[src/rtl/alu_exec_unit.sv]
// alu_exec_unit: multi-cycle integer functional unit between one reservation station and the CDB.
// Optional feature macro EXU_OVERLAP_EN: accept a new op on the same edge the held result broadcasts.
module alu_exec_unit #(
    parameter int unsigned LATENCY = 3
) (
    input  logic        clk,
    input  logic        RST,
    input  logic        in_en,
    input  logic [1:0]  in_op,
    input  logic [31:0] in_data1,
    input  logic [31:0] in_data2,
    input  logic [3:0]  in_label,
    output logic        exe_able,
    output logic        cdb_req,
    input  logic        cdb_grant,
    output logic        bc_en,
    output logic [3:0]  bc_label,
    output logic [31:0] bc_data
);

    localparam int unsigned DATA_W  = 32;
    localparam int unsigned TAG_W   = 4;
    localparam int unsigned CNT_W   = 4;
    localparam int unsigned OP_W    = 2;
    localparam int unsigned STATE_W = 2;

    localparam logic [STATE_W-1:0] ST_IDLE = 2'd0;
    localparam logic [STATE_W-1:0] ST_EXEC = 2'd1;
    localparam logic [STATE_W-1:0] ST_DONE = 2'd2;

    localparam logic [OP_W-1:0] OP_ADD = 2'b00;
    localparam logic [OP_W-1:0] OP_SUB = 2'b01;
    localparam logic [OP_W-1:0] OP_AND = 2'b10;

    localparam logic [CNT_W-1:0] CNT_LOAD = CNT_W'(LATENCY - 1);

    logic [STATE_W-1:0] state_q,  state_d;
    logic [OP_W-1:0]    op_q,     op_d;
    logic [DATA_W-1:0]  a_q,      a_d;
    logic [DATA_W-1:0]  b_q,      b_d;
    logic [TAG_W-1:0]   tag_q,    tag_d;
    logic [CNT_W-1:0]   cnt_q,    cnt_d;
    logic [DATA_W-1:0]  result_q, result_d;
    logic               accept;

    // 32-bit wrap-around integer operations, no flags
    function automatic logic [DATA_W-1:0] alu_f(input logic [OP_W-1:0]   op,
                                                input logic [DATA_W-1:0] a,
                                                input logic [DATA_W-1:0] b);
        case (op)
            OP_ADD:  alu_f = a + b;
            OP_SUB:  alu_f = a - b;
            OP_AND:  alu_f = a & b;
            default: alu_f = a | b;
        endcase
    endfunction

    // Handshake and broadcast outputs, decoded from the held state
    always_comb begin
        cdb_req  = (state_q == ST_DONE);
`ifdef EXU_OVERLAP_EN
        exe_able = (state_q == ST_IDLE) || ((state_q == ST_DONE) && cdb_grant);
`else
        exe_able = (state_q == ST_IDLE);
`endif
        bc_en    = cdb_req & cdb_grant;
        bc_label = cdb_req ? tag_q    : '0;
        bc_data  = cdb_req ? result_q : '0;
        accept   = in_en & exe_able;
    end

    // Next-state logic; an accept always loads a fresh operand set and restarts the countdown
    always_comb begin
        state_d  = state_q;
        op_d     = op_q;
        a_d      = a_q;
        b_d      = b_q;
        tag_d    = tag_q;
        cnt_d    = cnt_q;
        result_d = result_q;

        case (state_q)
            ST_IDLE: begin
                if (accept) begin
                    state_d = ST_EXEC;
                end
            end
            ST_EXEC: begin
                if (cnt_q != '0) begin
                    cnt_d = cnt_q - CNT_W'(1);
                end else begin
                    result_d = alu_f(op_q, a_q, b_q);
                    state_d  = ST_DONE;
                end
            end
            ST_DONE: begin
                if (cdb_grant) begin
                    state_d = accept ? ST_EXEC : ST_IDLE;
                end
            end
            default: begin
                state_d = ST_IDLE;
            end
        endcase

        if (accept) begin
            op_d  = in_op;
            a_d   = in_data1;
            b_d   = in_data2;
            tag_d = in_label;
            cnt_d = CNT_LOAD;
        end
    end

    always_ff @(posedge clk or posedge RST) begin
        if (RST) begin
            state_q  <= ST_IDLE;
            op_q     <= '0;
            a_q      <= '0;
            b_q      <= '0;
            tag_q    <= '0;
            cnt_q    <= '0;
            result_q <= '0;
        end else begin
            state_q  <= state_d;
            op_q     <= op_d;
            a_q      <= a_d;
            b_q      <= b_d;
            tag_q    <= tag_d;
            cnt_q    <= cnt_d;
            result_q <= result_d;
        end
    end

endmodule
[config.mk]
export PLATFORM = sky130hd
export DESIGN_NAME = alu_exec_unit
export DESIGN_NICKNAME = d
export VERILOG_FILES = /design/src/rtl/alu_exec_unit.sv
export SDC_FILE = /design/constraint.sdc
export NUM_CORES = 1
export LEC_CHECK = 0
export ABC_CLOCK_PERIOD_IN_PS = 9740
export BUFFER_PORTS_ARGS = -buffer_cell sky130_fd_sc_hd__buf_4
export CELL_PAD_IN_SITES_DETAIL_PLACEMENT = 0
export CELL_PAD_IN_SITES_GLOBAL_PLACEMENT = 1
export CORE_MARGIN = 5
export CORE_UTILIZATION = 45
export DETAILED_ROUTE_END_ITERATION = 8
export PLACE_DENSITY = 0.84
export SLEW_MARGIN = 20
export SYNTH_ARGS = -nofsm -noshare
export SYNTH_HDL_FRONTEND = slang
export SYNTH_SLANG_ARGS = --single-unit
[constraint.sdc]
create_clock -name clk -period 9.74 [get_ports clk]
set_input_delay 1.948 -clock clk [delete_from_list [all_inputs] [get_ports clk]]
set_output_delay 1.948 -clock clk [all_outputs]
set_load 0.05 [all_outputs]
# Yosys cells after proc, flatten, opt, wreduce, memory -nomap -nowiden
# Index checks and enable logic that the tools add are counted.
# totals
ff_bits	108
input_bits	74
elab_cells	41
# op_classes
add_sub_neg	3
n_eq_ne	7
n_mux	11
bitwise_logic	5
n_reduce_logical	8
# op_table
operator	count
32-bit one-hot mux with 3 select lines	1
32-bit adder	1
32-bit AND	1
32-bit 2-to-1 mux	1
32-bit OR	1
32-bit subtractor	1
4-bit 2-to-1 mux	4
2-bit 2-to-1 mux	3
2-bit one-hot mux with 3 select lines	1
2-bit by 1-bit equality test with 1-bit output, second input constant	2
2-bit equality test, second input constant	2
2-bit logical NOT	2
2-bit by 1-bit != test with 1-bit output, second input constant	2
2-bit AND reduction	2
2-bit nonzero test	2
4-bit nonzero test	1
4-bit by 1-bit subtractor with 4-bit output, second input constant	1
3-bit AND reduction	1
1-bit AND	2
2-bit != test, second input constant	1
1-bit 2-to-1 mux	1
1-bit NOT	1

# Longest topological paths before layout
# Gate-level depths: netlist (run 1).
# logic_depth
word_depth	5
mapped_depth	19
mapped_depth_nobuf	18

# Worst setup path before layout (run 1)
# No wires, ideal clock.
# synth_timing
path_type	input -> output
from	input cdb_grant
to	output bc_en
arrival_ns	2.355
t_required_ns	7.792
path_slack_ns	5.437
cell_stages	1
n_path_buf	0
path_cell_list	and2_1
# synth_via
elab_chain_cells	1
# synth_lines
element	line_no	text
from (decl)	15	input logic cdb_grant,
1-bit AND	66	bc_en = cdb_req & cdb_grant;
to (decl)	16	output logic bc_en,
# No other way between the ends.

# Final worst setup path (run 1)
# Same ends and word-level chain as after synthesis.

==> results of run 1 <==
## state kept, by name, indices dropped and copies added, names as in the netlist
signal    count
state_q       2
result_q     32
b_q          32
op_q          2
a_q          32
tag_q         4
cnt_q         4
## critical path: stages
cell and delay, ns:
buf_4 0.11, and2_1 0.12, buf_4 0.18
## Yosys cell counts, drive strengths merged (15+ instances only)
cell,count
dfrtp,108
ha,35
maj3,19
mux2,65
inv,21
xnor2,38
nand2,69
nor3,15
o21ai,75
xor2,21
clkbuf,37
nor2,47
a21oi,68
and2,41
## path summary, 6_finish.rpt
path                        startpoint            to  slack [ns]  cells past startpoint
max                          cdb_grant         bc_en        5.43                      3
min                        result_q[4]   result_q[4]        0.47                      2
max reg2reg                    op_q[0]  result_q[28]        5.44                     14
min reg2reg                result_q[4]   result_q[4]        0.47                      2
max in group asynchronous          RST       b_q[22]        6.89                      3
min in group asynchronous          RST   result_q[3]        1.68                      2
## final cells by class
| cell class | instances | area, sq um |
|---|---|---|
| Clock inverter | 6 | 88.8 |
| Sequential cell | 108 | 2700 |
| Inverter | 21 | 81.3 |
| Timing Repair Buffer | 118 | 886 |
| Fill cell | 1544 | 7280 |
| Tap cell | 216 | 270 |
| Clock buffer | 10 | 229 |
| Multi-Input combinational cell | 608 | 4350 |
## routing by layer
layer | GRT usage [%] | routed length (um) | vias to the layer above
li1 | - | - | 2915
met1 | 27.4 | 8520 | 2770
met2 | 29.9 | 7910 | 126
met3 | 3.47 | 841 | 14
met4 | 5.04 | 221 | 0
met5 | 0 | 0 | -
## stage by stage
step | worst slack, ns | util [%]
2_1_floorplan | 4.95 | -
3_3_place_gp | 5.43 | 52.2
3_5_place_dp | 5.43 | 52.2
4_1_cts | 5.43 | 54.2
5_1_grt | 5.08 | 54.2
6_report | 5.43 | 54.2
## cell families (layout without fill, tap and decap cells)
kind of cell             after synthesis  after routing  synth area share [%]
AO/OA/AOI/OAI                        204            204                  17.5
XOR/XNOR                              59             59                  7.08
adder cells (fa/ha/maj)               55             55                  8.89
buffers and inverters                 63            155                  3.43
flip-flops                           108            108                  37.0
multiplexers                          70             70                  10.7
AND/OR/NAND/NOR                      220            220                  15.3
==> impl_metrics.ini, run 1 <==
[run_status]
outcome = finished, final reports clean

[route]
vias_per_cell = 5.36
via_count = 5825
drc = 0
drtPass1Iterations = 4
first_iter_violations = 395
drtAntennaViolNets = 0
wl_per_cell_um = 16.1
wirelength_mm = 17.5

[clock_network]
clk-insertion-delay-late_ns = 0.36
cts_buffers = 9
cts_root_buf = clkbuf_16
clk_pin_slew_ns = 0.07
clockBufferDepth = 2
cts_tree = done
htree_levels = 3
holdBufCountCts = 0
clkSinkCount = 108
cts_setup_buffers = 0
postCtsResizedCells = 0

[worst_setup_path]
crit_fanout = 2
critPathCaptureType = primary output
crit_arrival_ns = 2.36
timing_worst_setup_path_type = input port to primary output
required_ns = 7.79
cp-start-kind = input port

[grt]
antenna_found_initial = 0
grt_pass1_vias = 5555
track_usage_pct = 19.1
grt_pass1_wl_mm = 28.6
grt_max_degree = 83
grt_overflow = 0

[floorplan]
core_sq_um = 15900
row_count = 46
die_w_um = 137
io_pins = 113
dieArea_sq_um = 18900
start_util_pct = 45.9
die_height_um = 137

[sta]
whs_ns = 0.473
finalSetupTns_ns = 0
timing.final.crit_period_ns = 4.31
setup_violations = 0
drv_slew = 0
clock_skew_ns = 0.00715
worst_pin_slew_ns = 1.03
slew_headroom_pct = 31.6
rsz0062_at_grt = no
min_period_over_period_pct = 44.3
hold_viol_final = 0
fmax_mhz = 232

[layout]
insertedDiodeCount = 0
layout.nets = 976
drive_gt1_share_pct = 26.5
layout_commonest_cell = buf_4
fin_cells = 1087
final_area_sq_um = 8610
syn_to_final_growth_pct = 18.0
final_cell_mix = buf_4, dfrtp_1, nand2_1, o21ai_0, mux2_2

[logic_synthesis]
ys_seq_area_share_pct = 37.0
synth_nets = 889
syn_area_sq_um = 7290
ys_warn_count = 0
ys_seq_elements = 108
avgSynthCellArea_sq_um = 9.36
synth.distinct_cells = 67
synthFlopType = dfrtp_1
synth_edf_count = 0
synth_top_area_cell = dfrtp_1
ys_top_cells_by_area = dfrtp_1, mux2_2, ha_1
async_flop_share_pct = 100
synth_top_area_share_pct = 37.0
synth_cells = 779

[place]
place_inst = 1071
routabilityCongestion = 0.853
port_buffers = 112
placed_area_sq_um = 8290
hpwl_mm = 13.0

[flow_run]
maxCapViolations = 0

[min_path]
hold_class = flop to flop
Power of run 1 is left out: the tool's default activity adds up to more than one toggle a clock period on the data nets, which glitch-free logic cannot reach.
==> run 2: changes to the inputs <==
Settings changed: ABC_CLOCK_PERIOD_IN_PS 9740 to 3650, CORE_UTILIZATION 45 to 40, PLACE_DENSITY 0.84 to 0.79.
Clock period 9.74 ns to 3.65 ns, I/O delays scaled along.
==> impl_metrics.ini, run 2 (synthesized netlist as in run 1, its figures left out) <==
[run_status]
outcome = finished, violations left
violations = setup timing

[sta]
setup_violations = 1
whs_ns = 0.457
finalSetupTns_ns = -0.0149
clock_skew_ns = 0.00723
hold_viol_final = 0
fmax_mhz = 273
slew_headroom_pct = 58.0
rsz0062_at_grt = yes
setup_slack_ns = -0.0149
min_period_over_period_pct = 100
worst_pin_slew_ns = 0.630
drv_slew = 0
timing.final.crit_period_ns = 3.66

[clock_network]
cts_buffers = 9
clk-insertion-delay-late_ns = 0.36
clockBufferDepth = 2
htree_levels = 3
cts_tree = done
clkSinkCount = 108
clk_pin_slew_ns = 0.07
cts_root_buf = clkbuf_16

[layout]
layout.nets = 1040
nFillCells = 1679
layout_commonest_cell = buf_4
drive_gt1_share_pct = 35.0
reg_top3 = a_q (32), b_q (32), result_q (32)
multiInputGateArea_sq_um = 4550
seqCellArea_sq_um = 2700
insertedDiodeCount = 0
syn_to_final_growth_pct = 27.6
final_cell_mix = buf_4, dfrtp_1, nand2_1, mux2_2, o21ai_0

[worst_setup_path]
slowest_stage = or3_4
critPathLaunch = b_q[1]
crit_arrival_ns = 3.90
r2r-end = result_q[30]
rr_worst_depth = 17
timing_worst_setup_path_type = flop to flop
crit_fanout = 5
cpLargestDelayFamily = simple AND/OR/NAND/NOR gates
crit_buf_inv = 1
crit_chain = inv_2 > ha_4 > nand3b_1 > nand2b_4 > or3_4 > o31ai_4 > xor2_1 > ha_1 > and3_4 > and2_4 > and3_4 > a21oi_2 > o21ai_2 > or3_4 > a221oi_2 > xor2_1 > o21ai_1
critPathCaptureType = flop
slowest_delay_ns = 0.42
required_ns = 3.89
r2r_setup_slack_ns = -0.01
cp-start-kind = flop
r2r_start = b_q[1]

[place]
hpwl_mm = 14.2
port_buffers = 112
routabilityCongestion = 0.945

[grt]
antenna_found_initial = 0
grt_max_degree = 62
grt_pass1_vias = 5802
grt_pass1_wl_mm = 30.3
grt_overflow = 0
track_usage_pct = 17.4

[route]
wl_per_cell_um = 16.2
first_iter_violations = 373
wl_met1_mm = 9.22
wl_met2_mm = 8.47
met3_length_um = 921
top_layer = met4
drtAntennaViolNets = 0
drc = 0
vias_per_cell = 5.21
drtPass1Iterations = 4
via_count = 6065
wirelength_mm = 18.8

[min_path]
hold_class = input port to async pin

[floorplan]
row_count = 49
core_sq_um = 18000
die_w_um = 145
dieArea_sq_um = 21000
start_util_pct = 40.6
io_pins = 113
die_height_um = 145

[flow_run]
maxCapViolations = 0
run 2: timing repair:
action	CTS	global route
setup endpoints to repair	7	18
hold buffers	0	0
gates resized for setup	10	41
gates cloned	0	0
pin swaps	7	44
buffers inserted	1	7
run 2: worst max-delay path by stage:
| stage | depth (start not counted) | endpoint | slack, ns |
|---|---|---|---|
| 3_3_place_gp | 17 | result_q[29] | -0.06 |
| 3_5_place_dp | 17 | result_q[30] | -0.1 |
| 4_1_cts | 14 | result_q[30] | -0.03 |
| 2_1_floorplan | 18 | result_q[30] | -0.05 |
| 6_report | 17 | result_q[30] | -0.01 |
| 5_1_grt | 16 | result_q[30] | -0.16 |
run 2: cell type report:
cell class	count	area share (%)
Clock buffer	11	2.50
Clock inverter	4	0.551
Inverter	21	0.874
Multi-Input combinational cell	608	48.9
Sequential cell	108	29.0
Tap cell	229	3.08
Timing Repair Buffer	182	15.1
run 2: worst register-to-register path, delay by kind of cell, from the launching register on:
family / cells / cell delay, ns
AOI/OAI and AO/OA: 5 / 0.76
xor gates and xnor gates: 2 / 0.33
adders and majority gates: 2 / 0.44
buffers and inverters: 1 / 0.08
DFF: 1 / 0.40
and+or+nand+nor: 7 / 1.56
run 2: routing by layer:
metal	vias to the layer above	global-route usage [%]
li1	3058	-
met1	2857	25.1
met2	135	26.7
met3	15	3.43
met4	0	4.33
met5	-	0
run 2: metrics by stage:
stage,utilization [%],instance area [sq um],std cells,setup slack (ns)
5_1_grt,51.8,9310,1163,-0.161
3_3_place_gp,48.8,8770,1141,-0.0605
4_1_cts,50.7,9100,1157,-0.0284
2_1_floorplan,-,7300,779,-0.0510
6_report,51.8,9310,1163,-0.0149
3_5_place_dp,48.8,8770,1141,-0.0988
Power of run 2 is left out for the same reason.
